<file path="src/rtl/sram_arbiter_pkg.sv">
// Shared widths and encodings for the two-port SRAM arbiter.
package sram_arbiter_pkg;

    localparam int ADDRESS_LEN = 32;
    localparam int WORD_LEN    = 32;

    typedef enum logic {
        ARB_IDLE = 1'b0,
        ARB_BUSY = 1'b1
    } arb_state_e;

    typedef enum logic {
        ARB_OWN_D = 1'b0,
        ARB_OWN_I = 1'b1
    } arb_owner_e;

endpackage

</file>
<file path="src/rtl/rr_pick2.sv">
// Combinational 2-way round-robin selector: on a tie the port that was not
// granted last wins; bit 0 is the data port, bit 1 the fetch port.
module rr_pick2 (
    input  logic [1:0] req,
    input  logic       last,
    output logic [1:0] gnt
);

    always_comb begin
        gnt = req;
        if (&req) begin
            gnt = last ? 2'b01 : 2'b10;
        end
    end

endmodule

</file>
<file path="src/rtl/sram_arbiter.sv">
// Round-robin arbiter sharing one SRAM controller between the data-side and
// instruction-fetch requesters; the granted request is latched for the access.
module sram_arbiter
    import sram_arbiter_pkg::*;
#(
    parameter int ADDR_W = ADDRESS_LEN,
    parameter int DATA_W = WORD_LEN
) (
    input  logic              clk,
    input  logic              rst,
    input  logic              d_r_en,
    input  logic              d_w_en,
    input  logic [ADDR_W-1:0] d_addr,
    input  logic [DATA_W-1:0] d_wdata,
    output logic [DATA_W-1:0] d_rdata,
    output logic              d_ready,
    input  logic              i_r_en,
    input  logic [ADDR_W-1:0] i_addr,
    output logic [DATA_W-1:0] i_rdata,
    output logic              i_ready,
    output logic              sram_read_en,
    output logic              sram_write_en,
    output logic [ADDR_W-1:0] sram_address,
    output logic [DATA_W-1:0] sram_write_data,
    input  logic [DATA_W-1:0] sram_read_data,
    input  logic              sram_ready
);

    arb_state_e        state_q, state_d;
    arb_owner_e        owner_q, owner_d;
    arb_owner_e        last_q, last_d;
    logic              op_wr_q, op_wr_d;
    logic [ADDR_W-1:0] addr_q, addr_d;
    logic [DATA_W-1:0] wdata_q, wdata_d;
    logic [DATA_W-1:0] d_rdata_q, d_rdata_d;
    logic [DATA_W-1:0] i_rdata_q, i_rdata_d;

    logic       d_req, i_req;
    logic       busy, done, d_done, i_done;
    logic [1:0] gnt;

    assign d_req = d_r_en | d_w_en;
    assign i_req = i_r_en;

    rr_pick2 u_pick (
        .req  ({i_req, d_req}),
        .last (last_q == ARB_OWN_I),
        .gnt  (gnt)
    );

    always_ff @(posedge clk) begin
        if (rst) begin
            state_q   <= ARB_IDLE;
            owner_q   <= ARB_OWN_D;
            last_q    <= ARB_OWN_I;
            op_wr_q   <= 1'b0;
            addr_q    <= '0;
            wdata_q   <= '0;
            d_rdata_q <= '0;
            i_rdata_q <= '0;
        end else begin
            state_q   <= state_d;
            owner_q   <= owner_d;
            last_q    <= last_d;
            op_wr_q   <= op_wr_d;
            addr_q    <= addr_d;
            wdata_q   <= wdata_d;
            d_rdata_q <= d_rdata_d;
            i_rdata_q <= i_rdata_d;
        end
    end

    always_comb begin
        state_d   = state_q;
        owner_d   = owner_q;
        last_d    = last_q;
        op_wr_d   = op_wr_q;
        addr_d    = addr_q;
        wdata_d   = wdata_q;
        d_rdata_d = d_rdata_q;
        i_rdata_d = i_rdata_q;
        unique case (state_q)
            ARB_IDLE: begin
                if (|gnt) begin
                    owner_d = gnt[0] ? ARB_OWN_D : ARB_OWN_I;
                    last_d  = gnt[0] ? ARB_OWN_D : ARB_OWN_I;
                    // A simultaneous read+write from the data port is a write.
                    op_wr_d = gnt[0] & d_w_en;
                    addr_d  = gnt[0] ? d_addr : i_addr;
                    wdata_d = d_wdata;
                    state_d = ARB_BUSY;
                end
            end
            ARB_BUSY: begin
                if (sram_ready) begin
                    state_d = ARB_IDLE;
                    // Data for a requester that has already let go is dropped.
                    if (!op_wr_q && owner_q == ARB_OWN_D && d_req) begin
                        d_rdata_d = sram_read_data;
                    end
                    if (!op_wr_q && owner_q == ARB_OWN_I && i_req) begin
                        i_rdata_d = sram_read_data;
                    end
                end
            end
            default: state_d = ARB_IDLE;
        endcase
    end

    assign busy   = (state_q == ARB_BUSY);
    // Reset masks completion so ready behaves as if the FSM were already idle.
    assign done   = busy & sram_ready & ~rst;
    assign d_done = done & (owner_q == ARB_OWN_D);
    assign i_done = done & (owner_q == ARB_OWN_I);

    assign sram_read_en    = busy & ~op_wr_q;
    assign sram_write_en   = busy & op_wr_q;
    assign sram_address    = addr_q;
    assign sram_write_data = wdata_q;

    assign d_ready = ~d_req | d_done;
    assign i_ready = ~i_req | i_done;
    assign d_rdata = d_done ? sram_read_data : d_rdata_q;
    assign i_rdata = i_done ? sram_read_data : i_rdata_q;

endmodule

</file>
<file path="config.mk">
export PLATFORM = sky130hd
export DESIGN_NAME = sram_arbiter
export DESIGN_NICKNAME = d
export VERILOG_FILES = /design/src/rtl/sram_arbiter_pkg.sv /design/src/rtl/rr_pick2.sv /design/src/rtl/sram_arbiter.sv
export SDC_FILE = /design/constraint.sdc
export NUM_CORES = 1
export LEC_CHECK = 0
export BUFFER_PORTS_ARGS = -buffer_cell sky130_fd_sc_hd__buf_2
export CAP_MARGIN = 20
export CORE_AREA = 2 2 147 149
export DETAILED_ROUTE_END_ITERATION = 16
export DIE_AREA = 0 0 149 151
export SLEW_MARGIN = 40
export SYNTH_ARGS = -nofsm -noshare
export SYNTH_HDL_FRONTEND = slang
export SYNTH_HIERARCHICAL = 1
export SYNTH_SLANG_ARGS = --single-unit
</file>
<file path="constraint.sdc">
create_clock -name clk -period 1.9 [get_ports clk]
set_input_delay 0.285 -clock clk [delete_from_list [all_inputs] [get_ports clk]]
set_output_delay 0.285 -clock clk [all_outputs]
set_load 0.01 [all_outputs]
</file>
==> impl_results.md <==
- Status: finished with violations
- Violated checks: setup timing
- DR vias: 5264
- CP startpoint: busy
- Final Instance Area: 9180 sq um
- Crit path DAT: 1.77 ns
- Total track usage: 0.150
- Ys Warns: 6
- Critical Path Source Type: flop
- Final HPWL DP: 11400 microns
- Area growth syn-to-layout: 48.6%
- Pwr/cell area: 879 nW/um^2
- Clk root buf: clkbuf_16
- Max-slew violations: 0
- Crit Path Category: reg -> out
- Slowest cell on crit path: dfxtp_2
- H-tree Lvls: 4
- GRT met1 Usage: 0.187
- Crit path max-delay family: buffers and inverters
- Synthesized netlist cell count: 623
- DRC viols: 0
- Initial antenna violation count: 1
- Global route hottest layer: met2
- Slew headroom: 0.468
- Simple-gate share of the synthesized area: 0.178
- Seq/Total Area, Yosys: 0.428
- Post-synth net total: 757
- Data required, critical path: 1.62 ns
- Core footprint: 20800 sq um
- Global-route wire length before repair: 26300 microns
- Clock Pin Slew Worst Setup and Hold Paths: 0.07 ns
- Met2 GRT Util: 0.247
- DP Cell Count: 1133
- Chip width: 149 microns
- RePlAce Congestion: 0.726
- Cell Area, Placed: 7810 sq um
- Worst-Margin Slew: 0.798 ns
- Site Rows: 53
- Grt met3 use: 0.0467
- EDFF count, synth: 0
- Final core utilization: 0.441
- Fin Hold WS: 0.0923 ns
- Die height: 151 microns
- # port buffers: 265
- Synthesized area per cell: 9.92 sq um
- Most frequent cells in the layout: buf_2 (201), dfxtp_1 (130), nand2b_1 (96), mux2i_1 (96), buf_6 (66)
- CP endpoint: d_rdata[27]
- Wirelength per Cell: 15.2 microns
- Starting Density: 0.297
- Worst Skew: 0.0122 ns
- Top FF cell, synth: dfxtp_1
- Global route total overflow: 0
- Reg2Reg Launch Point: last_q
- Bufs and invs on worst path: 3
- Adder-Cell Fraction of Synth Area: 0
- Synth Area in XOR/XNOR: 0
- RSZ-0062 raised after global routing: true
- Routed wire length: 17800 microns
- Worst skew pair latency: 0.42 ns
- Finished Layout Cells: 1175
- Layout cells sized above 1: 0.448
- # IOs: 266
- Mux cell area share after synthesis: 0.272
- Clock sink count: 132
- Number of max-cap violations: 0
- Vias in the first global route: 5109
- Unique masters post-synth: 29
- HP Class: in -> reg
- Total CTS buffers: 17
- Worst-path cell chain: nand2_2, nor3_4, buf_6, buf_16, mux2_4, buf_6
- Async SR Flop Fraction: 0
- Final TNS setup: -8.15 ns
- Post-route setup slack: -0.158 ns
- Stages on worst setup path: 6
- CTS max path bufs: 2
- Most common cell after layout, fill and taps aside: buf_2
- Fmax: 0.486 GHz
- Worst path most repeated cell: buf_6
- Hold_buf cts: 0
- Final Net Count: 1021
- R2R depth: 5
- CP endpoint kind: output port
- Final Critical Period: 2.06 ns
- Synthesized area: 6180 sq um
- CTS tree: yes
- Worst Path Max Fanout: 8
- R2r endpoint: sram_address[23]
- Largest family of logic cells by synthesized area: multiplexers
- Vias/cell: 4.48
- Final Setup Violations: 64
- Pwr Total: 8.07 mW
- Fillers: 2002
- Ant diodes: 0
- FF+latch count, synth: 132
- R2R Setup Slk: 0.14 ns
- DRT antenna net count: 0
- Fin crit share: 1.08
- Largest stage delay, worst path: 0.34 ns
- Hold Startpoint: d_wdata[9]
- Complex-gate fraction of the synthesized area: 0.0737
- DIE AREA: 22500 sq um
- 1st-pass router iterations: 4
- Fin. Hold Viols: 0
- Leak Pwr: 4.43 nW
- VDD IR max: 520 uV
- Post-Place Worst Slack: 0.0233 ns
- Initial DRC Count: 140
- Largest net degree at the start of global routing: 88
[per-layer routing]
metal | up-vias | share of wire
li1 | 2671 | -
met1 | 2381 | 0.44
met2 | 192 | 0.48
met3 | 18 | 0.065
met4 | 2 | 0.012
met5 | - | 0.00056
[worst min-delay path by stage]
stage | cells past startpoint | slack [ns] | end
2_1_floorplan | 1 | 0.39 | busy
3_3_place_gp | 2 | 0.44 | sram_write_data[2]
3_5_place_dp | 2 | 0.44 | sram_write_data[13]
4_1_cts | 3 | 0.07 | sram_write_data[7]
5_1_grt | 3 | 0.09 | sram_write_data[31]
6_report | 3 | 0.09 | sram_write_data[9]
[synthesized netlist by cell type, types with 5 or more instances]
master | count | area (sq um)
a21oi_1 | 32 | 160
mux2_1 | 5 | 56.3
mux2_2 | 59 | 664
dfxtp_1 | 132 | 2640
buf_4 | 8 | 60.1
nor2_1 | 35 | 131
a211oi_1 | 33 | 248
buf_2 | 20 | 100
nand2_1 | 65 | 244
mux2i_1 | 96 | 961
clkbuf_1 | 15 | 56.3
buf_6 | 7 | 78.8
nand2b_1 | 97 | 607
[worst register-to-register path: stages, from the launching register on]
cell,delay (ns)
dfxtp_1,0.37
inv_1,0.09
a21boi_4,0.43
buf_4,0.39
mux2i_1,0.26
a211oi_1,0.09
[power by group]
part / total (mW) / switching [mW] / internal (mW)
clock network: 3.60 / 1.36 / 2.24
registers: 3.06 / 0.0967 / 2.96
logic: 1.41 / 0.705 / 0.704
[state kept, by name, indices dropped and copies added, names as in the netlist]
name	flops
owner_q	1
i_rdata_q	32
last_q	1
d_rdata_q	32
sram_write_data	32
busy	1
sram_address	32
op_wr_q	1
[kinds of logic after synthesis]
kind of cell,Yosys count
AOI/OAI and AO/OA,71
DFF,132
and+or+nand+nor,209
buffers and inverters,51
muxes,160
[what timing repair did]
action,in CTS,in global routing
endpoints found under the setup margin,64,64
gates resized for setup,71,39
pin swaps,1,1
setup buffers,3,1
gates cloned,3,3
[area by class of cell]
class                      instances  area, sq um  area share
multi-input combinational        440         3390       0.369
sequential                       132         2650       0.288
timing repair buffer             295         2150       0.235
clock buffer                      17          425      0.0463
tap                              275          344      0.0375
clock inverter                    15          218      0.0237
inverter                           1         3.75    0.000409
(Power assumes the default switching activity.)
